`src/rtl/cc_event_issuer_if.sv`:
```
// Handshake bundle between local event producers, the issuer and the
// synchronizer's source-side in/busy pair.
interface cc_event_issuer_if #(
    parameter int CNT_W = 8
);
    logic             en;
    logic             ev_in;
    logic             cdc_busy;
    logic             clr_ovf;
    logic             cdc_in;
    logic [CNT_W-1:0] pending;
    logic             dropped;
    logic             overflow;
    logic             idle;

    modport master (
        output en, ev_in, cdc_busy, clr_ovf,
        input  cdc_in, pending, dropped, overflow, idle
    );

    modport slave (
        input  en, ev_in, cdc_busy, clr_ovf,
        output cdc_in, pending, dropped, overflow, idle
    );
endinterface

```
`src/rtl/cc_event_issuer.sv`:
```
// Source-domain event issuer: counts local event strobes and replays them one
// at a time into the cross-clock synchronizer whenever it is not busy.
module cc_event_issuer #(
    parameter int CNT_W = 8
) (
    input  logic               clk,
    input  logic               rst_n,
    cc_event_issuer_if.slave   bus
);
    localparam logic [1:0] S_IDLE  = 2'd0;
    localparam logic [1:0] S_FIRE  = 2'd1;
    localparam logic [1:0] S_GUARD = 2'd2;
    localparam logic [1:0] S_WAIT  = 2'd3;

    localparam logic [CNT_W-1:0] PEND_MAX = '1;
    localparam logic [CNT_W-1:0] PEND_ONE = {{(CNT_W-1){1'b0}}, 1'b1};

    logic [1:0]       state, state_nxt;
    logic [CNT_W-1:0] pend;
    logic             cdc_in_q, dropped_q, ovf_q;
    logic             inc, dec, sat, drop;

    assign inc  = bus.ev_in;
    assign dec  = (state == S_FIRE);
    assign sat  = (pend == PEND_MAX);
    assign drop = inc & ~dec & sat;

    // GUARD spans the cycle before the synchronizer can raise busy, so busy
    // is only trusted again from WAIT onwards.
    always_comb begin
        state_nxt = state;
        case (state)
            S_IDLE:  if (bus.en && (pend != '0) && !bus.cdc_busy) state_nxt = S_FIRE;
            S_FIRE:  state_nxt = S_GUARD;
            S_GUARD: state_nxt = S_WAIT;
            S_WAIT:  if (!bus.cdc_busy) state_nxt = S_IDLE;
            default: state_nxt = S_IDLE;
        endcase
    end

    always_ff @(posedge clk) begin
        if (!rst_n) begin
            state     <= S_IDLE;
            pend      <= '0;
            cdc_in_q  <= 1'b0;
            dropped_q <= 1'b0;
            ovf_q     <= 1'b0;
        end else begin
            state     <= state_nxt;
            cdc_in_q  <= (state_nxt == S_FIRE);
            dropped_q <= drop;
            // a drop in the same cycle as a clear keeps the flag set
            ovf_q     <= drop | (ovf_q & ~bus.clr_ovf);
            case ({inc, dec})
                2'b10:   if (!sat) pend <= pend + PEND_ONE;
                2'b01:   pend <= pend - PEND_ONE;
                default: pend <= pend;
            endcase
        end
    end

    assign bus.cdc_in   = cdc_in_q;
    assign bus.pending  = pend;
    assign bus.dropped  = dropped_q;
    assign bus.overflow = ovf_q;
    assign bus.idle     = (state == S_IDLE) && (pend == '0);
endmodule

```
`src/flat_wrapper.sv`:
```
// flat-port wrapper written by rule: the top's interface ports become plain ports
module cc_event_issuer_flat 
#(
    parameter int CNT_W = 8
)
  (clk, rst_n, bus_en, bus_ev_in, bus_cdc_busy, bus_clr_ovf, bus_cdc_in, bus_pending, bus_dropped, bus_overflow, bus_idle);
  cc_event_issuer_if #(.CNT_W(CNT_W)) bus_i ();
  input  logic clk;
  input  logic rst_n;
  input wire logic [$bits(bus_i.en)-1:0] bus_en;
  input wire logic [$bits(bus_i.ev_in)-1:0] bus_ev_in;
  input wire logic [$bits(bus_i.cdc_busy)-1:0] bus_cdc_busy;
  input wire logic [$bits(bus_i.clr_ovf)-1:0] bus_clr_ovf;
  output wire logic [$bits(bus_i.cdc_in)-1:0] bus_cdc_in;
  output wire logic [$bits(bus_i.pending)-1:0] bus_pending;
  output wire logic [$bits(bus_i.dropped)-1:0] bus_dropped;
  output wire logic [$bits(bus_i.overflow)-1:0] bus_overflow;
  output wire logic [$bits(bus_i.idle)-1:0] bus_idle;
  assign bus_i.en = bus_en;
  assign bus_i.ev_in = bus_ev_in;
  assign bus_i.cdc_busy = bus_cdc_busy;
  assign bus_i.clr_ovf = bus_clr_ovf;
  assign bus_cdc_in = bus_i.cdc_in;
  assign bus_pending = bus_i.pending;
  assign bus_dropped = bus_i.dropped;
  assign bus_overflow = bus_i.overflow;
  assign bus_idle = bus_i.idle;
  cc_event_issuer #(.CNT_W(CNT_W)) u_core (.clk(clk), .rst_n(rst_n), .bus(bus_i));
endmodule
```
`config.mk`:
```
export PLATFORM = sky130hd
export DESIGN_NAME = cc_event_issuer_flat
export DESIGN_NICKNAME = d
export VERILOG_FILES = /design/src/rtl/cc_event_issuer_if.sv /design/src/rtl/cc_event_issuer.sv /design/src/flat_wrapper.sv
export SDC_FILE = /design/constraint.sdc
export NUM_CORES = 1
export LEC_CHECK = 0
export ABC_AREA = 1
export CAP_MARGIN = 25
export CORE_ASPECT_RATIO = 0.8
export CORE_MARGIN = 2
export CORE_UTILIZATION = 45
export CTS_CLUSTER_SIZE = 25
export DETAILED_ROUTE_END_ITERATION = 12
export GPL_TIMING_DRIVEN = 0
export PLACE_DENSITY = 0.72
export SLEW_MARGIN = 20
export SYNTH_ARGS = -nofsm -noshare
export SYNTH_HDL_FRONTEND = slang
export SYNTH_SLANG_ARGS = --single-unit
```
`constraint.sdc`:
```
create_clock -name clk -period 2 [get_ports clk]
set_input_delay 0.3 -clock clk [delete_from_list [all_inputs] [get_ports clk]]
set_output_delay 0.3 -clock clk [all_outputs]
set_load 0.05 [all_outputs]
```
# Word-level counts from Yosys, hierarchy flattened
# Cells that the tools add are included.
[totals]
register_bits = 13
output_inout_bits = 12
inputBits = 6
word_cells = 35
[op_classes]
bitwise_logic = 6
n_eq_ne = 8
n_addsub = 2
reduce_logical = 9
mux = 5
[ops]
columns = ["cell", "count"]
rows = [
  ["8-bit one-hot mux with 2 select lines", 1],
  ["8-bit by 1-bit adder with 8-bit output (second input constant)", 1],
  ["8-bit == test (second input constant)", 1],
  ["8-bit logical NOT", 1],
  ["8-bit 2-to-1 mux", 1],
  ["2-bit one-hot mux with 4 select lines", 1],
  ["8-bit nonzero test", 1],
  ["8-bit by 1-bit subtractor with 8-bit output (second input constant)", 1],
  ["2-bit by 1-bit == test with 1-bit output (second input constant)", 3],
  ["2-bit == test (second input constant)", 3],
  ["2-bit 2-to-1 mux", 2],
  ["1-bit AND", 3],
  ["1-bit logical AND", 3],
  ["2-bit logical NOT", 1],
  ["2-bit inequality test (second input constant)", 1],
  ["1-bit NOT", 2],
  ["2-bit AND reduction", 1],
  ["2-bit nonzero test", 1],
  ["1-bit logical NOT", 1],
  ["1-bit bitwise OR", 1],
]

# Depth between registers and ports, before layout
# Gate-level depths: netlist (run 1).
[depth]
depth_word = 6
ltp_mapped = 16
mapped_depth_nobuf = 15

# Least setup slack after synthesis (run 1)
# No wires, ideal clock.
[synth_path]
kind = "flip-flop to output port"
from = "register u_core.pend[2] (netlist: u_core.bus.pending[2])"
to = "output bus_idle"
arrival_time_ns = 2.037
path_stages_with_launch = 6
path_buffers = 0
setup_slack_ns = -0.337
required_ns = 1.700
path_cell_list = "dfxtp_1 nor2_1 inv_1 nor3_1 nand3_1 nor3_1"
[synth_between]
elab_chain_cells = 2
[synth_lines]
columns = ["item", "line", "text"]
rows = [
  ["from (decl)", "cc_event_issuer.sv:19", "logic [CNT_W-1:0] pend;"],
  ["from (signal assigned)", "cc_event_issuer.sv:55", "2'b10: if (!sat) pend <= pend + PEND_ONE;"],
  ["from (signal assigned)", "cc_event_issuer.sv:56", "2'b01: pend <= pend - PEND_ONE;"],
  ["from (signal assigned)", "cc_event_issuer.sv:57", "default: pend <= pend;"],
  ["8-bit logical NOT", "cc_event_issuer.sv:66", "assign bus.idle = (state == S_IDLE) && (pend == '0);"],
  ["1-bit logical AND", "cc_event_issuer.sv:66", ""],
  ["to (decl)", "flat_wrapper.sv:18", "output wire logic [$bits(bus_i.idle)-1:0] bus_idle;"],
]
# No other way between the ends.

# Final worst setup path (run 1)
[layout_path]
from = "register u_core.pend[5] (netlist: u_core.bus.pending[5])"
to = "output bus_pending[5]"
[layout_rtl]
columns = ["item", "line", "text"]
rows = [
  ["to (decl)", "flat_wrapper.sv:15", "output wire logic [$bits(bus_i.pending)-1:0] bus_pending;"],
]
# No word-level cell between the ends.

==> reports/metrics.csv, run 1 <==
metric;value;unit
status;complete, no violations;
r2r endpoint;u_core.bus.pending[6];
number of global-route vias before repair;808;
Relative slew margins;66.48;%
die width;53.04;um
gr ovfl total;0;
vias post-DR;938;
yosys warns;0;
crit path max fanout;7;
max incr delay on CP;860;ps
Power Density;796.3;nW/um^2
worst slew pin tran;501.3;ps
drt drc;0;
Slowest-stage cell, CP;clkdlybuf4s50_1;
DRT Wirelength;2.153;mm
global-route wire length before repair;3.608;mm
commonest cells in the netlist;nand2_1 (36), inv_1 (19), nand3_1 (15), nor2_1 (14), dfxtp_1 (13);
hold_buf cts;0;
skew final;7.621;ps
r2r setup slk;230;ps
RSZ-0062 raised after global routing;false;
Final Cycle Share;94.97;%
drt first pass iters;4;
number of setup violations in the final report;0;
Total Nets Final;168;
WHS Endpoint;u_core.bus.overflow;
CTS Buf Count;3;
Max Freq;526.5;MHz
area share of the largest cell type after synthesis;30.06;%
max-cap violations;0;
synth unique cells;23;
Port Buffers;17;
H-tree Lvls;1;
CP Cell Sequence;clkdlybuf4s50_1;
routed length per placed instance;11.70;um
CP Capture Type;output pin;
Antenna Nets Post-Route;0;
R2R cell count;16;
crit path time final;1899;ps
hpwl dp;1.686;mm
Clock Sink Count;13;
clock-pin transition on the worst setup and hold timing paths;90;ps
critical path's top delay family;buffers and inverters;
CP required;1700;ps
VDD IR max;0.0005381;V
Clock Path Buffers;2;
critical path class;flop to output pin;
Tot Pwr;0.8788;mW
top cells by area, synth;dfxtp_1 (30%), nand2_1 (16%), nand3_1 (8.7%), inv_1 (8.2%), nor2_1 (6.1%);
Setup TNS;0;ps
net count after synthesis;146;
Leak;0.5293;nW
Critical Path Start Type;flop;
Syn-to-layout area delta;27.46;%
post-synthesis instance total;139;
Overall Global Routing Usage;21.22;%
Die H;43.24;um
most frequent cell after synthesis;nand2_1;
async set-reset flop share out of synthesis;0;%
Primary FF master, synth;dfxtp_1;
n_diodes;0;
largest net degree at the start of global routing;11;
hold depth;2;
Initial Util;47.07;%
Rows;14;
Hold WS;470.4;ps
GPL Wtd Cong;0.8502;
Via-to-Cell Ratio;5.098;
CTS tree;done;
CP Depth;1;
I/O Pins;18;
post-synthesis sequential area ratio;30.06;%
number of setup buffers added after CTS;0;
WP data arrival;1600;ps
share of layout cells above drive strength 1;13.75;%
Root Buffer;clkbuf_4;
Die Area;2293;sq um
Std-Cell Core Area;1839;sq um
Worst-Skew Late Latency;280;ps
Synth Cell Area;865.8;sq um
Post-synth EDFFs;0;
Slew Limit Fails;0;
initial DRC count;25;
HP Start;u_core.bus.overflow;
r2r startpoint;u_core.state[1];
Hold Violations, Final;0;
initial antenna violation count;0;
Syn Area/Cell;6.229;sq um
min-delay worst type;flop to flop;
CP Buf/Inv Count;1;
number of synthesized register bits;13;
post-synth top area cell;dfxtp_1;
## where the power goes
part	total, mW	leakage [nW]	switching [mW]	internal, mW
combinational	0.380	0.404	0.253	0.127
clock	0.164	0.0177	0.0897	0.0740
sequential	0.335	0.108	0.0462	0.289
total	0.879	0.529	0.389	0.490
## routing by layer
metal	part of all wire [%]	vias up	track usage [%]	wire length, um
li1	-	499	-	-
met1	51	418	30.47	1093
met2	46	21	32.25	980
met3	3.7	0	6.690	79
met4	0	0	1.538	0
met5	0	-	0	0
## area by class of cell
type	count	area [sq um]
buffer	2	16.27
clock buffer	3	22.52
clock inverter	1	5.005
fill	185	735.7
inverter	21	78.83
multi-input combinational	103	518.0
sequential	13	262.8
tap	24	30.03
timing repair buffer	17	170.2
## registers in the layout, summed over array words and instances (netlist names)
signal / cells
u_core.bus.pending: 8
u_core.bus.overflow: 1
u_core.state: 2
u_core.bus.cdc_in: 1
u_core.bus.dropped: 1
## through the flow
step           cells  cell area (sq um)  util, %  setup WS (ps)
2_1_floorplan    139              870.8        -          80.26
3_5_place_dp     180               1071    58.23         -272.5
5_1_grt          184               1104    60.00          7.555
6_report         184               1104    60.00          100.5
3_3_place_gp     180               1071    58.23         -256.2
4_1_cts          184               1100    59.80          16.71
## worst max path at each step
stage                                      from                    end  slack [ps]
after floorplan           u_core.bus.pending[2]               bus_idle          80
after global placement                bus_ev_in  u_core.bus.pending[6]        -260
after detailed placement              bus_ev_in  u_core.bus.pending[6]        -270
after CTS                 u_core.bus.pending[0]         bus_pending[0]          20
after global routing      u_core.bus.pending[2]               bus_idle           8
final                     u_core.bus.pending[5]         bus_pending[5]         100
## layout by cell type (no fill, tap or decap)
cell type	instances
nand2_1	36
xnor2_1	1
o21bai_2	1
nor3_2	1
nor2_4	1
a21oi_1	6
buf_2	2
dfxtp_1	11
a211oi_1	1
clkbuf_4	3
nor3_1	3
nand3_1	15
inv_1	19
a31oi_1	2
nand3_2	1
dlymetal6s2s_1	2
nor2_2	2
nand4_1	3
nor2_1	13
or2_1	2
dfxtp_2	2
ha_1	1
nand2_2	5
buf_6	1
clkdlybuf4s50_1	14
o21ai_0	7
inv_2	2
a41o_1	2
clkinv_2	1
## cells by family (layout without fill, tap and decap cells)
family,Yosys count,count (layout),synth area share (%)
AND/OR/NAND/NOR,82,82,43.06
buffers and inverters,23,44,10.98
AO/OA/AOI/OAI,19,19,13.44
flip-flops,13,13,30.06
adder cells (fa/ha/maj),1,1,1.445
XOR/XNOR,1,1,1.012
## what timing repair did
item | 4_1_cts | 5_1_grt
cloned | 0 | 0
setup endpoints to repair | 1 | 4
resized for setup | 3 | 7
Power figures use the tool's default switching activity.
==> run 2: changes to the inputs <==
--- a/config.mk
+++ b/config.mk
@@ -8,3 +8,2 @@
 export ABC_AREA = 1
-export CAP_MARGIN = 25
 export CORE_ASPECT_RATIO = 0.8
==> constraint.sdc (replaced) <==
create_clock -name clk -period 2 [get_ports clk]
set_input_delay 0.4 -clock clk [delete_from_list [all_inputs] [get_ports clk]]
set_output_delay 0.4 -clock clk [all_outputs]
set_load 0.05 [all_outputs]
==> run 2 against run 1 <==
Against the previous run:
- sequential power about the same
- utilization up 0.68 points
- clock power about the same
- maximum frequency down 2.3%
- routed wire length up 1.7%
- die area unchanged
- setup slack worse by 45 ps
- clock skew down 2.5 ps
- flip-flop and latch count unchanged
- sequential share of layout area down 0.27 points
- critical path depth unchanged
- critical endpoint is now bus_pending[2]
- highest routed layer is now met4
==> reports/metrics.csv, run 2 (synthesis gave the netlist of run 1 again) <==
metric;value;unit;change
Critical Path Start Type;flop;;
Overall Global Routing Usage;22.51;%;+1.3 points
Clock Path Buffers;2;;unchanged
Antenna Nets Post-Route;0;;unchanged
Die Area;2293;sq um;unchanged
max incr delay on CP;840;ps;-20 ps
worst slew pin tran;496.5;ps;-4.727 ps
skew final;5.084;ps;-2.537 ps
worst setup margin;55.82;ps;-44.69 ps
critical path class;flop to output pin;;
Worst-Skew Late Latency;280;ps;about the same
crit path max fanout;6;;-1
crit path to;bus_pending[2];;
# fillers;187;;+1.1%
Rows;14;;unchanged
CP Cell Sequence;clkdlybuf4s50_1;;
n_diodes;0;;unchanged
CP Depth;1;;unchanged
Slowest-stage cell, CP;clkdlybuf4s50_1;;
drt first pass iters;4;;unchanged
M1 GR Usage;32.47;%;+2.0 points
GRT Max-Usage Layer;met2;;
Clock Sink Count;13;;unchanged
die width;53.04;um;unchanged
Comb power frac;43.6;%;+0.3 points
CP required;1600;ps;-100 ps
share of layout cells above drive strength 1;13.75;%;unchanged
Slew Limit Fails;0;;unchanged
number of setup violations in the final report;0;;unchanged
min-delay worst type;flop to flop;;
gr ovfl total;0;;unchanged
number of global-route vias before repair;845;;+4.6%
Total Nets Final;168;;unchanged
Via-to-Cell Ratio;5.266;;+3.3%
most frequent cells in the layout;nand2_1 (36), inv_1 (19), nand3_1 (15), nor2_1 (13);;
routed length per placed instance;11.90;um;+1.7%
internal power;0.4975;mW;+1.5%
DRT Wirelength;2.189;mm;+1.7%
GPL Wtd Cong;0.8537;;+0.41%
CP Buf/Inv Count;1;;unchanged
status;complete, no violations;;
VDD IR max;0.0005737;V;+6.6%
Clk pwr share;18.7;%;about the same
max-cap violations;0;;unchanged
CTS tree;done;;
critical path's top delay family;buffers and inverters;;
Crit. Startpoint;u_core.bus.pending[2];;
drt drc;0;;unchanged
commonest non-fill, non-tap cell in the layout;nand2_1;;
hold depth;2;;unchanged
Max Freq;514.4;MHz;-2.3%
CTS Buf Count;3;;unchanged
max FFs per register;8;;unchanged
switching power;0.3934;mW;+1.2%
r2r startpoint;u_core.state[1];;
Net Sw Frac;44.16;%;-0.085 points
Leak;0.5421;nW;+2.4%
Setup TNS;0;ps;unchanged
initial antenna violation count;0;;unchanged
hpwl dp;1.686;mm;about the same
vias post-DR;969;;+3.3%
clock-pin transition on the worst setup and hold timing paths;80;ps;about the same
Std-Cell Core Area;1839;sq um;unchanged
r2r setup slk;220;ps;about the same
global-route wire length before repair;3.753;mm;+4.0%
Core Util, Final;60.68;%;+0.68 points
Seq pwr share;37.7;%;-0.4 points
Power Density;798.3;nW/um^2;+0.24%
Hold Violations, Final;0;;unchanged
hold_buf cts;0;;unchanged
Hold WS;483.8;ps;+13.34 ps
Die H;43.24;um;unchanged
r2r endpoint;u_core.bus.pending[6];;
crit path time final;1944;ps;+44.69 ps
Initial Util;47.07;%;unchanged
GR Util met3;6.338;%;-0.35 points
DP Worst Slack;-382.6;ps;-110.1 ps
WP data arrival;1540;ps;-60 ps
met2 Track Usage GR;34.00;%;+1.8 points
CP Capture Type;output pin;;
initial DRC count;64;;+160%
Final Cycle Share;97.21;%;+2.2 points
I/O Pins;18;;unchanged
largest net degree at the start of global routing;11;;unchanged
Port Buffers;17;;unchanged
H-tree Lvls;1;;unchanged
R2R cell count;16;;unchanged
RSZ-0062 raised after global routing;false;;
Relative slew margins;66.79;%;+0.32 points
Syn-to-layout area delta;28.90;%;
Root Buffer;clkbuf_4;;
[run 2: worst min path at each step]
stage | from | slack, ps | end
floorplan | rst_n | 530 | u_core.bus.pending[3]
global placement | u_core.bus.overflow | 450 | u_core.bus.overflow
detailed placement | u_core.bus.overflow | 480 | u_core.bus.overflow
CTS | u_core.bus.overflow | 490 | u_core.bus.overflow
global route | u_core.bus.overflow | 510 | u_core.bus.overflow
finish | u_core.bus.overflow | 480 | u_core.bus.overflow
[run 2: metal layers]
layer | part of all wire (%) | vias to the layer above
met5 | 0 | -
met4 | 0.59 | 0
met3 | 7.5 | 2
met2 | 45 | 35
met1 | 47 | 439
li1 | - | 493
[run 2: cell type report]
| cell class | count | area, sq um | area share, % |
|---|---|---|---|
| multi-input cells | 103 | 529.3 | 47.42 |
| flip-flops and latches | 13 | 262.8 | 23.54 |
| repair buffers | 17 | 172.7 | 15.47 |
| inverters | 21 | 78.83 | 7.063 |
| well taps | 24 | 30.03 | 2.691 |
| clock buffers | 4 | 26.28 | 2.354 |
| plain buffers | 2 | 16.27 | 1.457 |
[run 2: worst register-to-register path, cell delays in order (launching register included)]
cell and delay, ps:
dfxtp_2 370, inv_2 80, nand3_2 110, buf_6 160, nand2_2 60, nand2_1 60
inv_1 60, ha_1 130, inv_1 40, nand2_1 70, inv_1 70, nor2_2 110
nand3_1 110, nand3_1 80, nand2_1 50, nor2_1 90, nor2_1 40
[run 2: stage by stage]
step	instances	power [mW]	instance area (sq um)
floorplan	139	0.6119	877.1
global placement	180	0.7176	1077
detailed placement	180	0.7245	1077
CTS	184	0.8833	1097
global route	184	0.9519	1116
finish	184	0.8909	1116
[run 2: power by group through the flow]
stage / clock network (mW) / logic, mW / registers, mW
5_1_grt: 0.181 / 0.429 / 0.343
6_report: 0.167 / 0.388 / 0.336
3_5_place_dp: 0 / 0.385 / 0.340
3_3_place_gp: 0 / 0.378 / 0.339
2_1_floorplan: 0 / 0.199 / 0.413
4_1_cts: 0.170 / 0.379 / 0.334
[run 2: timing repair]
| action | CTS | global route |
|---|---|---|
| cloned | 0 | 0 |
| pin swaps | 0 | 1 |
| setup buffers | 0 | 0 |
| gates resized for setup | 9 | 8 |
| setup endpoints to repair | 4 | 3 |
==> run 3: changes to the inputs <==
Settings changed: CORE_MARGIN 2 to 8, CORE_UTILIZATION 45 to 49, PLACE_DENSITY 0.72 to 0.77.
==> run 3 against run 2 <==
Against the previous run:
- sequential share of layout area is 0.16 points lower
- non-clock buffer count stayed put
- combinational power hardly changed
- highest routed layer unchanged
==> reports/metrics.csv, run 3 (synthesis gave the netlist of run 1 again) <==
metric;value;unit;change
status;complete, no violations;;
vias post-DR;933;;-3.7%
Syn-to-layout area delta;29.19;%;
worst slew pin tran;502.3;ps;+5.733 ps
Power Density;795.8;nW/um^2;-0.31%
share of layout cells above drive strength 1;13.13;%;-0.63 points
routed length per placed instance;11.91;um;about the same
max FFs per register;8;;unchanged
critical path's top delay family;buffers and inverters;;
number of setup buffers added after CTS;0;;unchanged
skew final;6.418;ps;+1.334 ps
CP Buf/Inv Count;1;;unchanged
Die Area;3377;sq um;+47%
Clock Path Buffers;2;;unchanged
Worst-Skew Late Latency;280;ps;about the same
CP required;1600;ps;about the same
Clock Sink Count;13;;unchanged
Initial Util;52.70;%;+5.6 points
Setup TNS;0;ps;unchanged
Hold Violations, Final;0;;unchanged
hold_buf cts;0;;unchanged
number of global-route vias before repair;774;;-8.4%
Std-Cell Core Area;1643;sq um;-11%
H-tree Lvls;1;;unchanged
CTS Buf Count;3;;unchanged
Leak;0.5686;nW;+4.9%
placed insts;178;;-1.1%
Root Buffer;clkbuf_4;;
max-cap violations;0;;unchanged
gr ovfl total;0;;unchanged
initial DRC count;41;;-36%
Final Cycle Share;96.20;%;-1.0 points
drt drc;0;;unchanged
crit path max fanout;6;;unchanged
min-delay worst type;flop to flop;;
critical path class;flop to output pin;;
GPL Wtd Cong;0.9023;;+5.7%
VDD IR max;0.0005554;V;-3.2%
CP Depth;1;;unchanged
Antenna Nets Post-Route;0;;unchanged
Hold WS;465.8;ps;-18.00 ps
number of setup violations in the final report;0;;unchanged
fin cells;182;;-1.1%
Slew Limit Fails;0;;unchanged
Max Freq;519.8;MHz;+1.1%
CTS tree;done;;
clock-pin transition on the worst setup and hold timing paths;80;ps;about the same
CP Cell Sequence;clkdlybuf4s50_1;;
crit path time final;1924;ps;-20.23 ps
R2R cell count;16;;unchanged
Total Nets Final;168;;unchanged
met2 Track Usage GR;19.69;%;-14 points
Overall Global Routing Usage;13.28;%;-9.2 points
GRT Max-Usage Layer;met2;;
GR Util met3;4.348;%;-2.0 points
Tot Pwr;0.8902;mW;about the same
global-route wire length before repair;3.608;mm;-3.9%
die width;63.00;um;+19%
commonest non-fill, non-tap cell in the layout;nand2_1;;
M1 GR Usage;17.58;%;-15 points
hold depth;2;;unchanged
Core Util, Final;68.09;%;+7.4 points
Via-to-Cell Ratio;5.126;;-2.7%
n_diodes;0;;unchanged
Rows;13;;-1
max incr delay on CP;840;ps;about the same
RSZ-0062 raised after global routing;true;;
Slowest-stage cell, CP;clkdlybuf4s50_1;;
Port Buffers;17;;unchanged
Critical Path Start Type;flop;;
WP data arrival;1520;ps;-20 ps
initial antenna violation count;0;;unchanged
drt first pass iters;4;;unchanged
CP Capture Type;output pin;;
I/O Pins;18;;unchanged
hpwl dp;1.650;mm;-2.2%
Die H;53.60;um;+24%
DRT Wirelength;2.167;mm;-1.0%
most frequent cells in the layout;nand2_1 (36), inv_1 (19), nand3_1 (15), nor2_1 (13), dfxtp_1 (12);;
largest net degree at the start of global routing;11;;unchanged
Relative slew margins;66.41;%;-0.38 points
-- run 3: cell count changes in the layout (fill, tap and decap cells not counted), sizes merged --
| cell | delta |
|---|---|
| clkdlybuf4s50 | -1 |
| dlygate4sd2 | -1 |
| dlymetal6s2s | +2 |
-- run 3: repair_timing --
action	in CTS	in global routing
setup endpoints to repair	3	6
pin swaps	0	1
resized for setup	9	7
cloned	0	0
-- run 3: final timing paths --
kind	startpoint	to	slack, ps
max	u_core.bus.pending[6]	bus_pending[6]	80
min	u_core.bus.overflow	u_core.bus.overflow	470
max reg2reg	u_core.state[1]	u_core.bus.pending[6]	170
min reg2reg	u_core.bus.overflow	u_core.bus.overflow	470
-- run 3: cell type report --
class / count / area [sq um]
multi-input cells: 103 / 529.3
fillers: 137 / 524.3
flip-flops and latches: 13 / 261.5
repair buffers: 17 / 178.9
inverters: 21 / 78.83
well taps: 22 / 27.53
clock buffers: 4 / 26.28
plain buffers: 2 / 16.27
-- run 3: report_power, final --
group	switching [mW]	internal [mW]
registers	0.0465	0.288
logic	0.255	0.132
clock network	0.0904	0.0775
total	0.392	0.498
-- run 3: worst register-to-register path: stages, from the launching register on --
cell     delay [ps]
dfxtp_1         380
inv_2           110
nand3_2         110
buf_6           160
nand2_2          60
nand2_1          60
inv_1            60
ha_1            130
inv_1            40
nand2_1          70
inv_1            70
nor2_2          110
nand3_1         110
nand3_1          80
nand2_1          50
nor2_1           90
nor2_1           40
-- run 3: routing by layer --
layer	up-vias	wire (um)
met5	-	0
met4	0	17
met3	2	175
met2	34	950
met1	405	1023
li1	492	-
-- run 3: per-stage QoR --
stage | setup WS [ps] | instance area, sq um
after floorplan | 146.6 | 877.1
after global placement | -349.7 | 1075
after detailed placement | -358.0 | 1075
after CTS | 3.401 | 1099
after global routing | -11.66 | 1119
final | 76.05 | 1119
==> patch, RTL diff (settings of run 1) <==
Reset style: asynchronous (`rst_n`), changed in one clocked block.
--- a/src/rtl/cc_event_issuer.sv
+++ b/src/rtl/cc_event_issuer.sv
@@ -38,7 +38,7 @@
         endcase
     end
 
-    always_ff @(posedge clk) begin
+    always_ff @(posedge clk or negedge rst_n) begin
         if (!rst_n) begin
             state     <= S_IDLE;
             pend      <= '0;
Formal check against the unedited RTL: differs if rst_n is asserted again (counterexample within 4 cycles, from zero or initial values and one cycle with rst_n low); with rst_n held inactive, the same outputs for 10 cycles.
==> patch against run 1 <==
Synthesized area increased by 3.2%. Sequential cell count unchanged. Worst setup slack improved by 0.013 ns. Critical path type unchanged. Via count decreased by 4.8%. Count of clock-buffer cells in the layout increased by 1. Critical endpoint is now bus_idle. Highest routed layer unchanged. Design area increased by 2.7%. Routed wire length decreased by 1.8%.
Power is not compared: it rests on default switching activity, and its combinational part moved more than twofold at a synthesized area within 25%.
==> patch: results (changes against run 1) <==
| Metric | Value |
|---|---|
| Worst path slowest cell | dfrtp_1 |
| WL/cell | 12.09 µm (+3.3%) |
| Largest net degree at the start of global routing | 14 (+3) |
| DR vias | 893 (-4.8%) |
| DP Area | 0.001096 mm² (+2.3%) |
| Syn Area/Cell | 6.979 µm² (+12%) |
| Hold Path Class | in2async |
| Hold slack | 0.3916 ns (-0.07885 ns) |
| Worst slew pin tran | 0.6001 ns (+0.09887 ns) |
| CP endpoint | bus_idle |
| Outcome | completed |
| Gr usage total | 21.01% (-0.21 points) |
| CTS resizes | 5 (+2) |
| Synth top cells by count | nand2_1 (44), inv_1 (14), dfrtp_1 (13), nand3_1 (13), nor2_1 (11) |
| Post-Syn Nets | 135 (-7.5%) |
| Async S/R FF share, synth | 100.0% (+100 points) |
| Layout Skew | 0.009754 ns (+0.002133 ns) |
| Synth cell types | 25 (+8.7%) |
| Vias in the first global route | 853 (+5.6%) |
| Highest cell delay on the worst timing path | 0.44 ns (-0.42 ns) |
| Global-route wire length before repair | 3.636 mm (+0.78%) |
| R2r endpoint | u_core.bus.pending[6] |
| Critical Path Source | u_core.bus.pending[4] |
| Layout cells sized above 1 | 14.57% (+0.82 points) |
| GP Congestion | 0.9012 (+6.0%) |
| Top_reg_cell synth | dfrtp_1 |
| Crit Reg-Reg Startpoint | u_core.state[0] |
patch: cell types whose count changed after synthesis, moves of 5 or more:
cell / before / now
dfrtp_1: 0 / 13
dfxtp_1: 13 / 0
nand2_1: 36 / 44
a21oi_1: 6 / 1
inv_1: 19 / 14
patch: cell families after synthesis:
family                   synth area share [%]
AND/OR/NAND/NOR                         41.46
adder cells (fa/ha/maj)                 1.400
AO/OA/AOI/OAI                           8.542
buffers and inverters                   9.243
flip-flops                              36.41
XOR/XNOR                                2.942
patch: metal layers:
metal	wire [µm]	GRT usage, %
met5	0	0
met4	0	4.103
met1	1010	27.19
met3	120	6.552
met2	984	34.39
patch: cell type report:
type / instances / area [µm²]
inverters: 19 / 71.32
flip-flops and latches: 13 / 326.6
clock buffers: 4 / 26.28
fillers: 177 / 740.7
multi-input cells: 95 / 488.0
plain buffers: 1 / 11.26
well taps: 24 / 30.03
repair buffers: 19 / 180.2
